File: src/rtl/axi_lite_arbiter.sv
// Two-port requester arbiter feeding one AXI4-Lite master; one transaction in flight.
// Latency: ack four cycles after req (grant, AW/W, B, ack) with an immediately-ready slave.
// Backpressure: holds each AXI valid until its handshake and waits indefinitely for B/R.
//
// Ports:
//   ACLK, ARESET (async, active-low)
//   req/we/addr/wdata/wstrb : per-port request and payload, port k in slice k
//   ack/rdata/resp          : one-cycle completion pulse per port, held read data and response
//   grant/busy              : one-hot bus owner (0 when idle), FSM not idle
//   AW*/W*/B*/AR*/R*        : AXI4-Lite master channel signals
module axi_lite_arbiter #(
  parameter int ADDR_W = 32,
  parameter int DATA_W = 32
) (
  input  logic                  ACLK,
  input  logic                  ARESET,
  input  logic [1:0]            req,
  input  logic [1:0]            we,
  input  logic [2*ADDR_W-1:0]   addr,
  input  logic [2*DATA_W-1:0]   wdata,
  input  logic [2*DATA_W/8-1:0] wstrb,
  output logic [1:0]            ack,
  output logic [DATA_W-1:0]     rdata,
  output logic [1:0]            resp,
  output logic [1:0]            grant,
  output logic                  busy,
  output logic                  AWVALID,
  output logic [ADDR_W-1:0]     AWADDR,
  output logic                  WVALID,
  output logic [DATA_W-1:0]     WDATA,
  output logic [DATA_W/8-1:0]   WSTRB,
  output logic                  BREADY,
  output logic                  ARVALID,
  output logic [ADDR_W-1:0]     ARADDR,
  output logic                  RREADY,
  input  logic                  AWREADY,
  input  logic                  WREADY,
  input  logic                  BVALID,
  input  logic [1:0]            BRESP,
  input  logic                  ARREADY,
  input  logic                  RVALID,
  input  logic [DATA_W-1:0]     RDATA,
  input  logic [1:0]            RRESP
);

  localparam int STRB_W = DATA_W / 8;

  typedef enum logic [2:0] {
    IDLE    = 3'd0,
    WR_ADDR = 3'd1,
    WR_RESP = 3'd2,
    RD_ADDR = 3'd3,
    RD_DATA = 3'd4
  } state_t;

  state_t              state_q, state_d;
  logic [1:0]          grant_q, grant_d;
  logic                last_q, last_d;     // index of the port granted most recently
  logic [1:0]          ack_q, ack_d;
  logic [DATA_W-1:0]   rdata_q, rdata_d;
  logic [1:0]          resp_q, resp_d;
  logic                awvalid_q, awvalid_d;
  logic                wvalid_q, wvalid_d;
  logic                bready_q, bready_d;
  logic                arvalid_q, arvalid_d;
  logic                rready_q, rready_d;
  logic [ADDR_W-1:0]   awaddr_q, awaddr_d;
  logic [ADDR_W-1:0]   araddr_q, araddr_d;
  logic [DATA_W-1:0]   wdata_q, wdata_d;
  logic [STRB_W-1:0]   wstrb_q, wstrb_d;

  logic [1:0]          elig;
  logic                win;
  logic                aw_done;
  logic                w_done;

  always_comb begin
    state_d   = state_q;
    grant_d   = grant_q;
    last_d    = last_q;
    ack_d     = 2'b00;
    rdata_d   = rdata_q;
    resp_d    = resp_q;
    awvalid_d = awvalid_q;
    wvalid_d  = wvalid_q;
    bready_d  = bready_q;
    arvalid_d = arvalid_q;
    rready_d  = rready_q;
    awaddr_d  = awaddr_q;
    araddr_d  = araddr_q;
    wdata_d   = wdata_q;
    wstrb_d   = wstrb_q;
    // A port is masked during its own ack cycle so a held req is not re-granted
    // before the requester has seen the completion.
    elig      = req & ~ack_q;
    win       = 1'b0;
    aw_done   = 1'b0;
    w_done    = 1'b0;

    case (state_q)
      IDLE: begin
        if (elig != 2'b00) begin
          win     = (elig == 2'b11) ? ~last_q : elig[1];
          grant_d = win ? 2'b10 : 2'b01;
          last_d  = win;
          if (we[win]) begin
            awaddr_d  = win ? addr[ADDR_W +: ADDR_W]   : addr[0 +: ADDR_W];
            wdata_d   = win ? wdata[DATA_W +: DATA_W]  : wdata[0 +: DATA_W];
            wstrb_d   = win ? wstrb[STRB_W +: STRB_W]  : wstrb[0 +: STRB_W];
            awvalid_d = 1'b1;
            wvalid_d  = 1'b1;
            state_d   = WR_ADDR;
          end else begin
            araddr_d  = win ? addr[ADDR_W +: ADDR_W] : addr[0 +: ADDR_W];
            arvalid_d = 1'b1;
            state_d   = RD_ADDR;
          end
        end
      end

      WR_ADDR: begin
        // Each channel is done once its valid has already dropped or completes now.
        aw_done = !awvalid_q || AWREADY;
        w_done  = !wvalid_q  || WREADY;
        if (awvalid_q && AWREADY) awvalid_d = 1'b0;
        if (wvalid_q  && WREADY)  wvalid_d  = 1'b0;
        if (aw_done && w_done) begin
          bready_d = 1'b1;
          state_d  = WR_RESP;
        end
      end

      WR_RESP: begin
        if (BVALID && bready_q) begin
          resp_d   = BRESP;
          ack_d    = grant_q;
          grant_d  = 2'b00;
          bready_d = 1'b0;
          state_d  = IDLE;
        end
      end

      RD_ADDR: begin
        if (arvalid_q && ARREADY) begin
          arvalid_d = 1'b0;
          rready_d  = 1'b1;
          state_d   = RD_DATA;
        end
      end

      RD_DATA: begin
        if (RVALID && rready_q) begin
          rdata_d  = RDATA;
          resp_d   = RRESP;
          ack_d    = grant_q;
          grant_d  = 2'b00;
          rready_d = 1'b0;
          state_d  = IDLE;
        end
      end

      default: begin
        state_d = IDLE;
      end
    endcase
  end

  always_ff @(posedge ACLK or negedge ARESET) begin
    if (!ARESET) begin
      state_q   <= IDLE;
      grant_q   <= 2'b00;
      last_q    <= 1'b1;  // port 0 wins the first tie
      ack_q     <= 2'b00;
      rdata_q   <= '0;
      resp_q    <= 2'b00;
      awvalid_q <= 1'b0;
      wvalid_q  <= 1'b0;
      bready_q  <= 1'b0;
      arvalid_q <= 1'b0;
      rready_q  <= 1'b0;
      awaddr_q  <= '0;
      araddr_q  <= '0;
      wdata_q   <= '0;
      wstrb_q   <= '0;
    end else begin
      state_q   <= state_d;
      grant_q   <= grant_d;
      last_q    <= last_d;
      ack_q     <= ack_d;
      rdata_q   <= rdata_d;
      resp_q    <= resp_d;
      awvalid_q <= awvalid_d;
      wvalid_q  <= wvalid_d;
      bready_q  <= bready_d;
      arvalid_q <= arvalid_d;
      rready_q  <= rready_d;
      awaddr_q  <= awaddr_d;
      araddr_q  <= araddr_d;
      wdata_q   <= wdata_d;
      wstrb_q   <= wstrb_d;
    end
  end

  assign ack     = ack_q;
  assign rdata   = rdata_q;
  assign resp    = resp_q;
  assign grant   = grant_q;
  assign busy    = (state_q != IDLE);
  assign AWVALID = awvalid_q;
  assign AWADDR  = awaddr_q;
  assign WVALID  = wvalid_q;
  assign WDATA   = wdata_q;
  assign WSTRB   = wstrb_q;
  assign BREADY  = bready_q;
  assign ARVALID = arvalid_q;
  assign ARADDR  = araddr_q;
  assign RREADY  = rready_q;

endmodule

File: config.mk
export PLATFORM = sky130hd
export DESIGN_NAME = axi_lite_arbiter
export DESIGN_NICKNAME = d
export VERILOG_FILES = /design/src/rtl/axi_lite_arbiter.sv
export SDC_FILE = /design/constraint.sdc
export NUM_CORES = 1
export LEC_CHECK = 0
export CORE_ASPECT_RATIO = 1.1
export CORE_UTILIZATION = 37
export CTS_CLUSTER_SIZE = 28
export DETAILED_ROUTE_END_ITERATION = 6
export GPL_ROUTABILITY_DRIVEN = 0
export PLACE_DENSITY = 0.78
export SYNTH_ARGS = -nofsm -noshare
export SYNTH_HDL_FRONTEND = slang
export SYNTH_SLANG_ARGS = --single-unit
File: constraint.sdc
create_clock -name ACLK -period 1.8 [get_ports ACLK]
set_input_delay 0.36 -clock ACLK [delete_from_list [all_inputs] [get_ports ACLK]]
set_output_delay 0.36 -clock ACLK [all_outputs]
set_load 0.03 [all_outputs]
==> flow_summary.ini <==
[power_and_ir_drop]
power.leakage_nw = 5.02
ir_drop_v = 0.000689
p_per_area_nw_per_um2 = 1680

[cts]
cts.sinks = 147
htreeDepth = 4
cts_buffer_depth = 2
insertion_delay_ns = 0.41
cts_root_buf = clkbuf_16
cts-buffers-inserted = 17
clkTransAtPathRegs_ns = 0.06
cts_tree = done

[setup_path]
path_buf_inv = 2
r2r_slack_ns = -0.05
critical_path_class = register to register
end_kind = register
worstPathMaxFanout = 16
start_kind = register
cp_slowest_cell = dfstp_2
r2r-end = AWADDR[24]
reg2reg_from = last_q
cp_top_family = flip-flops
crit_chain = nand3b_4 > a21bo_4 > a21oi_4 > buf_4 > buf_12 > mux2_2
worstRegToRegCells = 6
cp.arrival_ns = 2.14
slowest_delay_ns = 0.55
required_ns = 2.09

[sta]
fin_skew_ns = 0.00753
setup_viol = 67
layout_min_cycle_time_ns = 1.85
tightestPinTransition_ns = 0.605
drv_slew = 0
period_share_pct = 103
fmax_ghz = 0.540
rsz0062_at_grt = true
hold_viol_final = 0
maxSlewHeadroom_pct = 58.6
finalWorstSetupSlack_ns = -0.0520

[placed_design]
hpwl_um = 14300
io_buffers = 326
dp_slack_ns = -0.525
place_area_um2 = 10300
dp_cells = 993

[final_layout]
nNetsFinal = 968
antenna_cells = 0
fin_area_um2 = 10800
final_cells = 1031
area_growth_pct = 64.1
drive_gt1_share_pct = 34.1

[floorplanning]
fp.dieW_um = 129
ioPinCount = 327
fp.dieH_um = 142
rows = 50
dieArea_um2 = 18400
coreArea_um2 = 17300
start_util_pct = 38.3

[drt]
ant_nets = 0
drc_errors = 0
vias_per_cell = 4.78
drt-total-wl_um = 19000
drt_iter0_markers = 107
dr.pass1.iters = 4
wire_per_inst_um = 18.4
via_count = 4926

[logic_synthesis]
ys_seq_area_share_pct = 55.7
synth_top_area_share_pct = 55.3
synth_cell_types = 39
syn_avg_cell_area_um2 = 15.3
synth-seq-cells = 147
netlist_area_um2 = 6610
synthesis.nets = 614
yosysWarnings = 0
synth_area_leader_cell = dfrtp_1
synthCells = 431
netlist_top_cells_area = dfrtp_1 (55%), mux2_2 (28%), mux2_4 (6.6%)

[hold_path]
min_path_type = input port to asynchronous set/reset pin

[outcome]
violations = setup timing
status = finished with violations

[global_route]
grt_pass1_wl_um = 28200
grt_pass1_vias = 5469
antenna_found_initial = 0
grt_max_degree = 52
grt_overflow_total = 0
grt_usage_pct = 20.3

[job]
maxCapViolCount = 0
synthesized netlist by cell type:
cell type,count
or2_2,1
a21oi_2,1
and2b_4,1
nor2b_1,1
a22oi_1,1
o22a_1,1
and3_1,1
nor2_1,5
nand2_2,1
and2_1,2
a32oi_1,1
nand2b_1,1
mux2_1,12
mux2_4,29
a21bo_2,1
and3b_1,1
o211ai_4,1
buf_6,4
inv_1,3
nor2_2,2
inv_2,1
dfrtp_1,146
buf_4,7
a2111oi_0,1
o21ai_0,4
a21o_1,1
a21oi_1,3
nor3_1,1
o2bb2ai_1,1
mux2_2,163
o32ai_1,1
nand2_1,9
nand3_1,3
a2bb2oi_1,3
nand3b_4,1
buf_2,13
a22o_1,1
dfstp_2,1
a32o_1,1
sequential cells by signal (all words and copies together), names as in the netlist:
name and count:
AWVALID 1, BREADY 1, AWADDR 32, ack 2, ARADDR 32, WDATA 32, ARVALID 1, RREADY 1
grant 2, rdata 32, WSTRB 4, state_q 3, WVALID 1, resp 2, last_q 1
worst register-to-register path: cells and delay by family (launching register included):
kind	cells	cell delay (ns)
flip-flops	1	0.55
AO/OA/AOI/OAI	2	0.37
multiplexers	1	0.37
buffers and inverters	2	0.33
AND/OR/NAND/NOR	1	0.11
per-stage QoR:
step / TNS, ns / utilization (%) / hold slack [ns] / power [mW]
after global placement: -43.53 / 59.6 / 0.348 / 15.3
after detailed placement: -50.62 / 59.6 / 0.351 / 15.6
after CTS: -5.90 / 62.2 / 0.482 / 18.2
after global routing: -7.66 / 62.8 / 0.507 / 19.0
final: -2.11 / 62.8 / 0.477 / 18.2
after floorplan: -0.105 / - / 0.0644 / 11.3
layout by cell type (no fill, tap or decap), drive strengths merged, types with 2 or more instances in the layout:
cell	Yosys	final
nor2	7	7
inv	4	6
a21oi	4	4
clkdlybuf4s50	0	181
clkinv	0	5
buf	24	31
dlygate4sd2	0	140
o21ai	4	4
dfrtp	146	146
nand3	3	3
clkbuf	0	20
mux2	204	204
dlymetal6s2s	0	3
clkinvlp	0	3
and2	2	2
a2bb2oi	3	3
nand2	10	10
bufinv	0	3
power breakdown:
part / switching [mW] / internal (mW)
clock: 1.35 / 2.17
combinational: 5.10 / 3.97
sequential: 0.816 / 4.77
metal layers:
| layer | global-route usage (%) | vias up | routed length, um |
|---|---|---|---|
| met1 | 20.8 | 2418 | 6870 |
| met3 | 6.77 | 34 | 1500 |
| li1 | - | 2264 | - |
| met2 | 37.5 | 210 | 10100 |
| met5 | 0 | - | 0 |
| met4 | 8.08 | 0 | 449 |
what timing repair did:
item                                    4_1_cts  5_1_grt
endpoints found under the setup margin      241      106
pin swaps                                     0        1
resized for setup                           148        8
hold buffers                                  1        0
gates cloned                                  0        3
setup buffers                                 0        3
endpoints found under the hold margin        45        0
cells by family after synthesis:
group	share of synthesized area, %
muxes	36.4
DFF	55.7
and+or+nand+nor	2.54
buffers and inverters	2.69
AOI/OAI and AO/OA	2.71
worst max-delay path by stage:
| stage | depth (start not counted) | from | to | slack (ns) |
|---|---|---|---|---|
| after floorplan | 6 | ack[1] | ARADDR[10] | -0.005 |
| after global placement | 6 | req[0] | ARADDR[1] | -0.46 |
| after detailed placement | 6 | req[0] | ARADDR[0] | -0.52 |
| after CTS | 5 | ack[1] | AWADDR[24] | -0.10 |
| after global routing | 6 | last_q | WDATA[9] | -0.11 |
| final | 6 | last_q | AWADDR[24] | -0.05 |
cell type report:
type                    instances  area [um^2]
fillers                      1375         6420
clock inverters                13          159
inverters                       4         15.0
flip-flops and latches        147         3680
multi-input cells             256         2800
well taps                     234          293
repair buffers                359         3470
clock buffers                  18          429
No activity file was read; power rests on OpenSTA's default activity.
